[src/rtl/m_sap2_pkg.sv]
// Shared definitions for the SAP-2 controller-sequencer: opcodes, T-state
// encodings and the control-word layout driven onto the bus registers.
package m_sap2_pkg;

  localparam int T_LAST  = 6;
  localparam int STATE_W = 3;

  typedef enum logic [STATE_W-1:0] {
    S_T1   = 3'd1,
    S_T2   = 3'd2,
    S_T3   = 3'd3,
    S_T4   = 3'd4,
    S_T5   = 3'd5,
    S_T6   = 3'd6,
    S_HALT = 3'd7
  } tstate_e;

  localparam logic [7:0] OP_NOP    = 8'h00;
  localparam logic [7:0] OP_MVI_A  = 8'h3E;
  localparam logic [7:0] OP_MVI_B  = 8'h06;
  localparam logic [7:0] OP_MOV_AB = 8'h78;
  localparam logic [7:0] OP_MOV_BA = 8'h47;
  localparam logic [7:0] OP_ADD_B  = 8'h80;
  localparam logic [7:0] OP_SUB_B  = 8'h90;
  localparam logic [7:0] OP_OUT    = 8'hD3;
  localparam logic [7:0] OP_HLT    = 8'h76;

  typedef struct packed {
    logic pc_en_out;
    logic pc_inc;
    logic mar_load;
    logic ram_en_out;
    logic ir_load;
    logic a_load;
    logic a_en_out;
    logic b_load;
    logic b_en_out;
    logic alu_en_out;
    logic alu_sub;
    logic out_load;
  } ctrl_t;

  function automatic logic is_defined(input logic [7:0] op);
    case (op)
      OP_NOP, OP_MVI_A, OP_MVI_B, OP_MOV_AB, OP_MOV_BA,
      OP_ADD_B, OP_SUB_B, OP_OUT, OP_HLT: is_defined = 1'b1;
      default:                            is_defined = 1'b0;
    endcase
  endfunction

endpackage

[src/rtl/m_control_sequencer_if.sv]
// Bundle between the sequencer and the datapath: run/opcode inputs plus all
// load and output-enable strobes and status.
interface m_control_sequencer_if;
  import m_sap2_pkg::*;

  logic               inRun;
  logic [7:0]         inIR;
  logic               outPcEnableOut;
  logic               outPcInc;
  logic               outMarLoad;
  logic               outRamEnableOut;
  logic               outIrLoad;
  logic               outALoad;
  logic               outAEnableOut;
  logic               outBLoad;
  logic               outBEnableOut;
  logic               outAluEnableOut;
  logic               outAluSub;
  logic               outOutLoad;
  logic [STATE_W-1:0] outState;
  logic               outHalted;
  logic               outIllegal;

  modport master (
    input  inRun, inIR,
    output outPcEnableOut, outPcInc, outMarLoad, outRamEnableOut, outIrLoad,
           outALoad, outAEnableOut, outBLoad, outBEnableOut, outAluEnableOut,
           outAluSub, outOutLoad, outState, outHalted, outIllegal
  );

  modport slave (
    output inRun, inIR,
    input  outPcEnableOut, outPcInc, outMarLoad, outRamEnableOut, outIrLoad,
           outALoad, outAEnableOut, outBLoad, outBEnableOut, outAluEnableOut,
           outAluSub, outOutLoad, outState, outHalted, outIllegal
  );
endinterface

[src/rtl/m_tstate_counter.sv]
// T-state register: advances T1..T6 while running, wraps to T1 on restart
// or after the last T-state, and parks in HALT until reset.
module m_tstate_counter
  import m_sap2_pkg::*;
(
  input  logic    i_clk,
  input  logic    i_reset,
  input  logic    i_run,
  input  logic    i_restart,
  input  logic    i_go_halt,
  output tstate_e o_state
);

  tstate_e r_state;

  always_ff @(posedge i_clk) begin
    if (i_reset) begin
      r_state <= S_T1;
    end else if (r_state == S_HALT) begin
      r_state <= S_HALT;
    end else if (i_run) begin
      if (i_go_halt)
        r_state <= S_HALT;
      else if (i_restart || int'(r_state) >= T_LAST)
        r_state <= S_T1;
      else
        r_state <= tstate_e'(r_state + 3'd1);
    end
  end

  assign o_state = r_state;

endmodule

[src/rtl/m_control_sequencer.sv]
// SAP-2 controller-sequencer: decodes (T-state, opcode) into bus strobes,
// gated by run and reset, and tracks the sticky illegal-opcode flag.
module m_control_sequencer
  import m_sap2_pkg::*;
(
  input  logic                   inCLK,
  input  logic                   inReset,
  m_control_sequencer_if.master  bus
);

  tstate_e w_state;
  ctrl_t   w_ctrl;
  ctrl_t   w_gated;
  logic    w_restart;
  logic    w_go_halt;
  logic    w_is_mvi;
  logic    r_illegal;

  m_tstate_counter u_tstate (
    .i_clk     (inCLK),
    .i_reset   (inReset),
    .i_run     (bus.inRun),
    .i_restart (w_restart),
    .i_go_halt (w_go_halt),
    .o_state   (w_state)
  );

  assign w_is_mvi = (bus.inIR == OP_MVI_A) || (bus.inIR == OP_MVI_B);

  always_comb begin
    w_ctrl    = '0;
    w_restart = 1'b0;
    w_go_halt = 1'b0;
    case (w_state)
      S_T1: begin w_ctrl.pc_en_out = 1'b1; w_ctrl.mar_load = 1'b1; end
      S_T2: w_ctrl.pc_inc = 1'b1;
      S_T3: begin w_ctrl.ram_en_out = 1'b1; w_ctrl.ir_load = 1'b1; end
      S_T4: begin
        w_restart = 1'b1;
        case (bus.inIR)
          OP_MVI_A, OP_MVI_B: begin
            w_ctrl.pc_en_out = 1'b1; w_ctrl.mar_load = 1'b1; w_restart = 1'b0;
          end
          OP_MOV_AB: begin w_ctrl.b_en_out = 1'b1; w_ctrl.a_load = 1'b1; end
          OP_MOV_BA: begin w_ctrl.a_en_out = 1'b1; w_ctrl.b_load = 1'b1; end
          OP_ADD_B:  begin w_ctrl.alu_en_out = 1'b1; w_ctrl.a_load = 1'b1; end
          OP_SUB_B: begin
            w_ctrl.alu_en_out = 1'b1; w_ctrl.a_load = 1'b1; w_ctrl.alu_sub = 1'b1;
          end
          OP_OUT:    begin w_ctrl.a_en_out = 1'b1; w_ctrl.out_load = 1'b1; end
          OP_HLT:    begin w_go_halt = 1'b1; w_restart = 1'b0; end
          default:   ;
        endcase
      end
      // A non-MVI opcode appearing in T5/T6 ends the instruction rather than
      // running stray fetch strobes.
      S_T5: begin
        if (w_is_mvi) w_ctrl.pc_inc = 1'b1;
        else          w_restart     = 1'b1;
      end
      S_T6: begin
        w_restart         = 1'b1;
        w_ctrl.ram_en_out = w_is_mvi;
        w_ctrl.a_load     = (bus.inIR == OP_MVI_A);
        w_ctrl.b_load     = (bus.inIR == OP_MVI_B);
      end
      default: ;
    endcase
  end

  assign w_gated = (bus.inRun && !inReset) ? w_ctrl : '0;

  always_ff @(posedge inCLK) begin
    if (inReset)
      r_illegal <= 1'b0;
    else if (bus.inRun && w_state == S_T4 && !is_defined(bus.inIR))
      r_illegal <= 1'b1;
  end

  assign bus.outPcEnableOut  = w_gated.pc_en_out;
  assign bus.outPcInc        = w_gated.pc_inc;
  assign bus.outMarLoad      = w_gated.mar_load;
  assign bus.outRamEnableOut = w_gated.ram_en_out;
  assign bus.outIrLoad       = w_gated.ir_load;
  assign bus.outALoad        = w_gated.a_load;
  assign bus.outAEnableOut   = w_gated.a_en_out;
  assign bus.outBLoad        = w_gated.b_load;
  assign bus.outBEnableOut   = w_gated.b_en_out;
  assign bus.outAluEnableOut = w_gated.alu_en_out;
  assign bus.outAluSub       = w_gated.alu_sub;
  assign bus.outOutLoad      = w_gated.out_load;
  assign bus.outState        = w_state;
  assign bus.outHalted       = (w_state == S_HALT);
  assign bus.outIllegal      = r_illegal;

  a_one_driver: assert property (@(posedge inCLK) disable iff (inReset)
    $onehot0({w_gated.pc_en_out, w_gated.ram_en_out, w_gated.a_en_out,
              w_gated.b_en_out, w_gated.alu_en_out}));

endmodule

[src/flat_wrapper.sv]
// flat-port wrapper written by rule: the top's interface ports become plain ports
module m_control_sequencer_flat import m_sap2_pkg::*;
  (inCLK, inReset, bus_inRun, bus_inIR, bus_outPcEnableOut, bus_outPcInc, bus_outMarLoad, bus_outRamEnableOut, bus_outIrLoad, bus_outALoad, bus_outAEnableOut, bus_outBLoad, bus_outBEnableOut, bus_outAluEnableOut, bus_outAluSub, bus_outOutLoad, bus_outState, bus_outHalted, bus_outIllegal);
  m_control_sequencer_if bus_i ();
  input  logic inCLK;
  input  logic inReset;
  input wire logic [$bits(bus_i.inRun)-1:0] bus_inRun;
  input wire logic [$bits(bus_i.inIR)-1:0] bus_inIR;
  output wire logic [$bits(bus_i.outPcEnableOut)-1:0] bus_outPcEnableOut;
  output wire logic [$bits(bus_i.outPcInc)-1:0] bus_outPcInc;
  output wire logic [$bits(bus_i.outMarLoad)-1:0] bus_outMarLoad;
  output wire logic [$bits(bus_i.outRamEnableOut)-1:0] bus_outRamEnableOut;
  output wire logic [$bits(bus_i.outIrLoad)-1:0] bus_outIrLoad;
  output wire logic [$bits(bus_i.outALoad)-1:0] bus_outALoad;
  output wire logic [$bits(bus_i.outAEnableOut)-1:0] bus_outAEnableOut;
  output wire logic [$bits(bus_i.outBLoad)-1:0] bus_outBLoad;
  output wire logic [$bits(bus_i.outBEnableOut)-1:0] bus_outBEnableOut;
  output wire logic [$bits(bus_i.outAluEnableOut)-1:0] bus_outAluEnableOut;
  output wire logic [$bits(bus_i.outAluSub)-1:0] bus_outAluSub;
  output wire logic [$bits(bus_i.outOutLoad)-1:0] bus_outOutLoad;
  output wire logic [$bits(bus_i.outState)-1:0] bus_outState;
  output wire logic [$bits(bus_i.outHalted)-1:0] bus_outHalted;
  output wire logic [$bits(bus_i.outIllegal)-1:0] bus_outIllegal;
  assign bus_i.inRun = bus_inRun;
  assign bus_i.inIR = bus_inIR;
  assign bus_outPcEnableOut = bus_i.outPcEnableOut;
  assign bus_outPcInc = bus_i.outPcInc;
  assign bus_outMarLoad = bus_i.outMarLoad;
  assign bus_outRamEnableOut = bus_i.outRamEnableOut;
  assign bus_outIrLoad = bus_i.outIrLoad;
  assign bus_outALoad = bus_i.outALoad;
  assign bus_outAEnableOut = bus_i.outAEnableOut;
  assign bus_outBLoad = bus_i.outBLoad;
  assign bus_outBEnableOut = bus_i.outBEnableOut;
  assign bus_outAluEnableOut = bus_i.outAluEnableOut;
  assign bus_outAluSub = bus_i.outAluSub;
  assign bus_outOutLoad = bus_i.outOutLoad;
  assign bus_outState = bus_i.outState;
  assign bus_outHalted = bus_i.outHalted;
  assign bus_outIllegal = bus_i.outIllegal;
  m_control_sequencer u_core (.inCLK(inCLK), .inReset(inReset), .bus(bus_i));
endmodule
[config.mk]
export PLATFORM = sky130hd
export DESIGN_NAME = m_control_sequencer_flat
export DESIGN_NICKNAME = d
export VERILOG_FILES = /design/src/rtl/m_sap2_pkg.sv /design/src/rtl/m_control_sequencer_if.sv /design/src/rtl/m_tstate_counter.sv /design/src/rtl/m_control_sequencer.sv /design/src/flat_wrapper.sv
export SDC_FILE = /design/constraint.sdc
export NUM_CORES = 1
export LEC_CHECK = 0
export BUFFER_PORTS_ARGS = -buffer_cell sky130_fd_sc_hd__buf_4
export CAP_MARGIN = 25
export CORE_MARGIN = 2
export CORE_UTILIZATION = 50
export CTS_CLUSTER_DIAMETER = 150
export CTS_CLUSTER_SIZE = 8
export DETAILED_ROUTE_END_ITERATION = 12
export GPL_TIMING_DRIVEN = 0
export PLACE_DENSITY_LB_ADDON = 0.25
export SLEW_MARGIN = 30
export SYNTH_ARGS = -nofsm -noshare
export SYNTH_HDL_FRONTEND = slang
export SYNTH_SLANG_ARGS = --single-unit
export TNS_END_PERCENT = 50
[constraint.sdc]
create_clock -name inCLK -period 3.8 [get_ports inCLK]
set_clock_uncertainty 0.15 [all_clocks]
set_input_delay 0 -clock inCLK [delete_from_list [all_inputs] [get_ports inCLK]]
set_output_delay 0 -clock inCLK [all_outputs]
set_load 0.02 [all_outputs]
# Yosys cells after proc, flatten, opt, wreduce, memory -nomap -nowiden
# Index checks and enable logic that the tools add are counted.
# W data, S select, Z words.
# totals
register_bits,4
input_bits,11
out_inout_bits,17
word_cells,65
# op_classes
add_sub_neg,1
magnitude_cmp,1
eq_ne,15
muxes,29
reduce_logical,16
# op_table
cell,count
$eq A8 B7 Y1 const B,3
$eq A8 B8 Y1 const B,3
$mux W1,17
$eq A3 B3 Y1 const B,4
$mux W12,1
$mux W3,4
$pmux W1 S2,5
$reduce_or A9 Y1,1
$eq A8 B3 Y1 const B,1
$eq A8 B6 Y1 const B,1
$logic_not A8 Y1,1
$reduce_or A2 Y1,4
$eq A3 B2 Y1 const B,2
$reduce_or A3 Y1,2
$mux W4,1
$add A3 B1 Y3 const B,1
$eq A3 B1 Y1 const B,1
$ge A3 B3 Y1 const B,1
$logic_and A1 B1 Y1,3
$pmux W1 S3,1
$logic_not A1 Y1,2
$logic_or A1 B1 Y1,2
$reduce_bool A2 Y1,1

# Depth between registers and ports, before layout
# depth
word_depth,9
ltp_mapped,6
mapped_depth_nobuf,6

# Hierarchy
# From an unflattened synthesis, not the netlist that was laid out.
# hier_totals
hier_cells,84
area_unflattened_um2,554.3
# by_module_without_submodules
mod,instances,cells_each,area_each_um2,seq_area_each_um2
m_control_sequencer,1,67,395.4,20.0
m_tstate_counter,1,17,158.9,60.1

# Least setup slack after synthesis
# OpenSTA, ideal clock, no wires.
# synth_timing
path_type,register to register
start,"register u_core.u_tstate.r_state[1], in the netlist u_core.u_tstate.o_state[1]"
end,"register u_core.u_tstate.r_state[1], in the netlist u_core.u_tstate.o_state[1]"
setup_ns,0.070
arrival_time_ns,1.699
required_time_ns,3.580
path_slack_ns,1.881
path_stages_with_launch,7
path_buffers,0
synth_period_minus_slack_ns,1.919
path_cell_list,dfxtp_1 > ha_1 > ha_1 > nor2b_1 > o41a_1 > a211o_1 > a21oi_1
# synth_via
word_cells_on_any_way,14
classes_between,add/sub: 1; order compare: 1; eq/ne: 4; mux: 6; reduce/logical: 2
# synth_rtl
element,line_no,source
from (decl),m_tstate_counter.sv:14,tstate_e r_state;
from (signal assigned),m_tstate_counter.sv:27,r_state <= tstate_e'(r_state + 3'd1);
$eq A3 B3 Y1 *,-,
named net bus_outHalted,flat_wrapper.sv:22,output wire logic [$bits(bus_i.outHalted)-1:0] bus_outHalted;
$mux W3 / $reduce_bool A2 Y1 (equally long branches),-,
# The timed path passes the listed nets; every way through them passes the cells marked *. The select of a mux whose other input is x is not followed.
# A chain may end at the register's enable or synchronous reset.

# Worst setup path after layout
# layout_timing
start,input inReset
end,output bus_outBLoad
# layout_via
elab_chain_len,3
# layout_lines
element,line_no,source
from (decl),flat_wrapper.sv:6,input logic inReset;
$logic_not A1 Y1,m_control_sequencer.sv:71,assign w_gated = (bus.inRun && !inReset) ? w_ctrl : '0;
$logic_and A1 B1 Y1,m_control_sequencer.sv:71,
$mux W12,m_control_sequencer.sv:71,
to (decl),flat_wrapper.sv:16,output wire logic [$bits(bus_i.outBLoad)-1:0] bus_outBLoad;
# No other way between the ends.

==> metrics.md <==
| Metric | Value |
|---|---|
| Total CTS buffers | `3` |
| Status | `finished, final reports clean` |
| Seq/Total Area, Yosys | `between 10% and 20%` |
| Clock Power Share | `between 20% and 30%` |
| CP required | `3.65 ns` |
| Worst-path maximum fanout | `7` |
| Clock Latency Late Sink | `0.23 ns` |
| Die Area | `around 0.0016 sq mm` |
| Clock-pin slew on the worst setup and hold paths | `0.03 ns` |
| Synth Cell Area | `about 650 sq um` |
| Global-route wire length before repair | `2930 um` |
| PortBufs | `25` |
| Fillcell total | `between 100 and 150` |
| Data arrival time of the worst path | `approximately 1.9 ns` |
| Vias in the first global route | `between 600 and 700` |
| Register bit count reported by yosys | `4` |
| Max cap viols | `0` |
| M2 GR Usage | `46.8%` |
| DR vias | `between 800 and 900` |
| Cells after synthesis | `91` |
| Fin crit period | `2.06 ns` |
| DR pass1 iterations | `4` |
| Switching share of power | `about two fifths` |
| Nets | `140` |
| Met3 global-route usage | `~3.3%` |
| CTS Hold Bufs | `2` |
| Synth cell types | `35` |
| CTS H-tree lvls | `1` |
| Sw Pwr | `between 70 and 80 uW` |
| Antenna violations before repair | `0` |
| Clock sinks | `4` |
| Critical path endpoint category | `primary output` |
| Synthesis-to-layout area growth | `38.1%` |
| Final slew viol count | `0` |
| GR Util All Layers | `between 20% and 30%` |
| Max Buffers Root-to-Sink | `2` |
| Slew margin rel. | `roughly 64%` |
| Post-synth net total | `108` |
| Final HPWL DP | `between 1000 and 1500 um` |
| Pleak | `around 0.00036 uW` |
| Worst vdd ir | `roughly 200 uV` |
| Largest net degree at the start of global routing | `10` |
| Setup violators final | `0` |
| 1st-iter DRT viols | `33` |
| Final hold slack | `~0.082 ns` |
| Die height | `roughly 40 um` |
| IO Pins | `28` |
| Critical path class | `in2out` |
| Initial core utilization | `a little over half` |
| # resized after CTS | `0` |
| Worst hold path type | `in2reg` |
| Total core area | `0.00125 sq mm` |
| Placed inst area | `roughly 860 sq um` |
| Yosys top cell by area | `dfxtp_1` |
| Post-Route Setup TNS | `0 ns` |
| Met1 GRT Util | `between 30% and 40%` |
| ANT cells | `0` |
| CTS root buffer | `clkbuf_4` |
| Yosys warnings | `0` |
| RSZ-0062 raised after global routing | `no` |
| Routed vias/inst | `just over 6` |
| Max Fclk | `approximately 500 MHz` |
| Post-CTS setup buffer count | `0` |
| Total global routing overflow | `0` |
| Placer Congestion | `0.789` |
| Synth area leaders | `dfxtp_1 12%, ha_1 11%, a21oi_1 5.4%` |
| Synth top area share | `12.3%` |
| Total Wirelength | `~1900 um` |
| Sequential share of power | `between 20% and 30%` |
| Worst Max-Slew Pin Slew | `roughly 0.53 ns` |
| Share of cells above drive strength 1 | `26.4%` |
| Final Hold Vio Count | `0` |
| Pwr dens | `between 200 and 250 mW/mm^2` |
| Cell row count | `13` |
| Gr busiest metal | `met2` |
| Die width | `roughly 40 um` |
| CTS tree | `done` |
| Internal Power | `roughly 120 uW` |
| Drt drc | `0` |
| Syn Area/Cell | `7.18 sq um` |
| Routed Antenna Nets | `0` |
| Routed len/inst | `13.8 um` |
| Finished Cell Area | `902 sq um` |
| Fin util | `72.0%` |
| Final period util | `between 50 and 60%` |
| Comb pwr share | `roughly 49%` |
| Startpoint type of the worst setup path | `input pin` |
## cells in the mapped netlist, drive strengths merged
library cell / number
inv: 8
a21oi: 7
nand3: 7
ha: 6
nand2: 6
nor2: 5
nor3: 5
nor4: 5
dfxtp: 4
nor2b: 3
a211o: 2
a211oi: 2
a31oi: 2
buf: 2
clkbuf: 2
nand2b: 2
nand3b: 2
nand4b: 2
nor3b: 2
or3: 2
or4: 2
a2111oi: 1
a21o: 1
a221oi: 1
and2: 1
and3: 1
nand4: 1
o211ai: 1
o21ai: 1
o31a: 1
o31ai: 1
o32ai: 1
o41a: 1
or3b: 1
## kinds of logic after synthesis
kind of cell | after synthesis | share of synthesized area [%]
flip-flops | 4 | 12.3
AND/OR/NAND/NOR | 47 | 41.2
AO/OA/AOI/OAI | 22 | 26.4
adder cells (fa/ha/maj) | 6 | 11.5
buffers and inverters | 12 | 8.62
## power by group through the flow
stage          logic, uW  clock network (uW)  registers [uW]
6_report            97.7                50.8            53.0
5_1_grt              107                57.5            53.9
4_1_cts             96.9                54.2            52.9
3_5_place_dp        94.3                   0            53.4
3_3_place_gp        91.5                   0            53.5
2_1_floorplan       53.9                   0            57.4
## registers in the layout, indices dropped and copies added (netlist names)
register                 cells
u_core.u_tstate.o_state      3
u_core.bus.outIllegal        1
## placed cells by master, fill, tap and decap left out, types with 2 or more instances in the layout
cell type and n:
buf_4 26, inv_1 8, nand3_1 7, a21oi_1 7, nand2_1 6, ha_1 6
nor2_1 5, nor4_1 5, nor3_1 5, dfxtp_1 4, nor2b_1 3, clkbuf_4 3
clkbuf_1 2, nand4b_1 2, nand3b_1 2, a211oi_1 2, or3_1 2, nand2b_1 2
or4_1 2, nor3b_1 2, a31oi_1 2, a211o_1 2, dlygate4sd3_1 2
## final cells by class
cell class                      instances  area (sq um)  area share (%)
Inverter                                8          30.0            3.33
Timing Repair Buffer                   27           208            23.0
Clock buffer                            3          22.5            2.50
Multi-Input combinational cell         75           517            57.3
Sequential cell                         4          80.1            8.88
Tap cell                               15          18.8            2.08
Buffer                                  4          26.3            2.91
## stage by stage
step | worst slack, ns | power, uW | std cells
floorplan | 1.88 | 111 | 91
global placement | 1.86 | 145 | 131
detailed placement | 1.81 | 148 | 131
CTS | 1.76 | 204 | 136
global route | 1.65 | 218 | 136
finish | 1.74 | 202 | 136
## final timing paths
check	endpoint	slack [ns]	startpoint	cells after the start
max	bus_outBLoad	1.74	inReset	6
min	u_core.bus.outIllegal	0.08	bus_inIR[1]	4
max reg2reg	u_core.u_tstate.o_state[2]	1.76	u_core.u_tstate.o_state[1]	6
min reg2reg	u_core.bus.outIllegal	0.31	u_core.bus.outIllegal	2
## metal layers
layer	wire [um]	vias up
li1	-	406
met1	769	389
met2	1010	32
met3	92	0
met4	0	0
met5	0	-
## worst max-delay path, cell delays in order
cell and delay (ns):
dlygate4sd3_1 0.55, buf_4 0.16, nand2b_1 0.24, or4_1 0.50, nor4_1 0.26, buf_4 0.19
(Power assumes the default switching activity.)
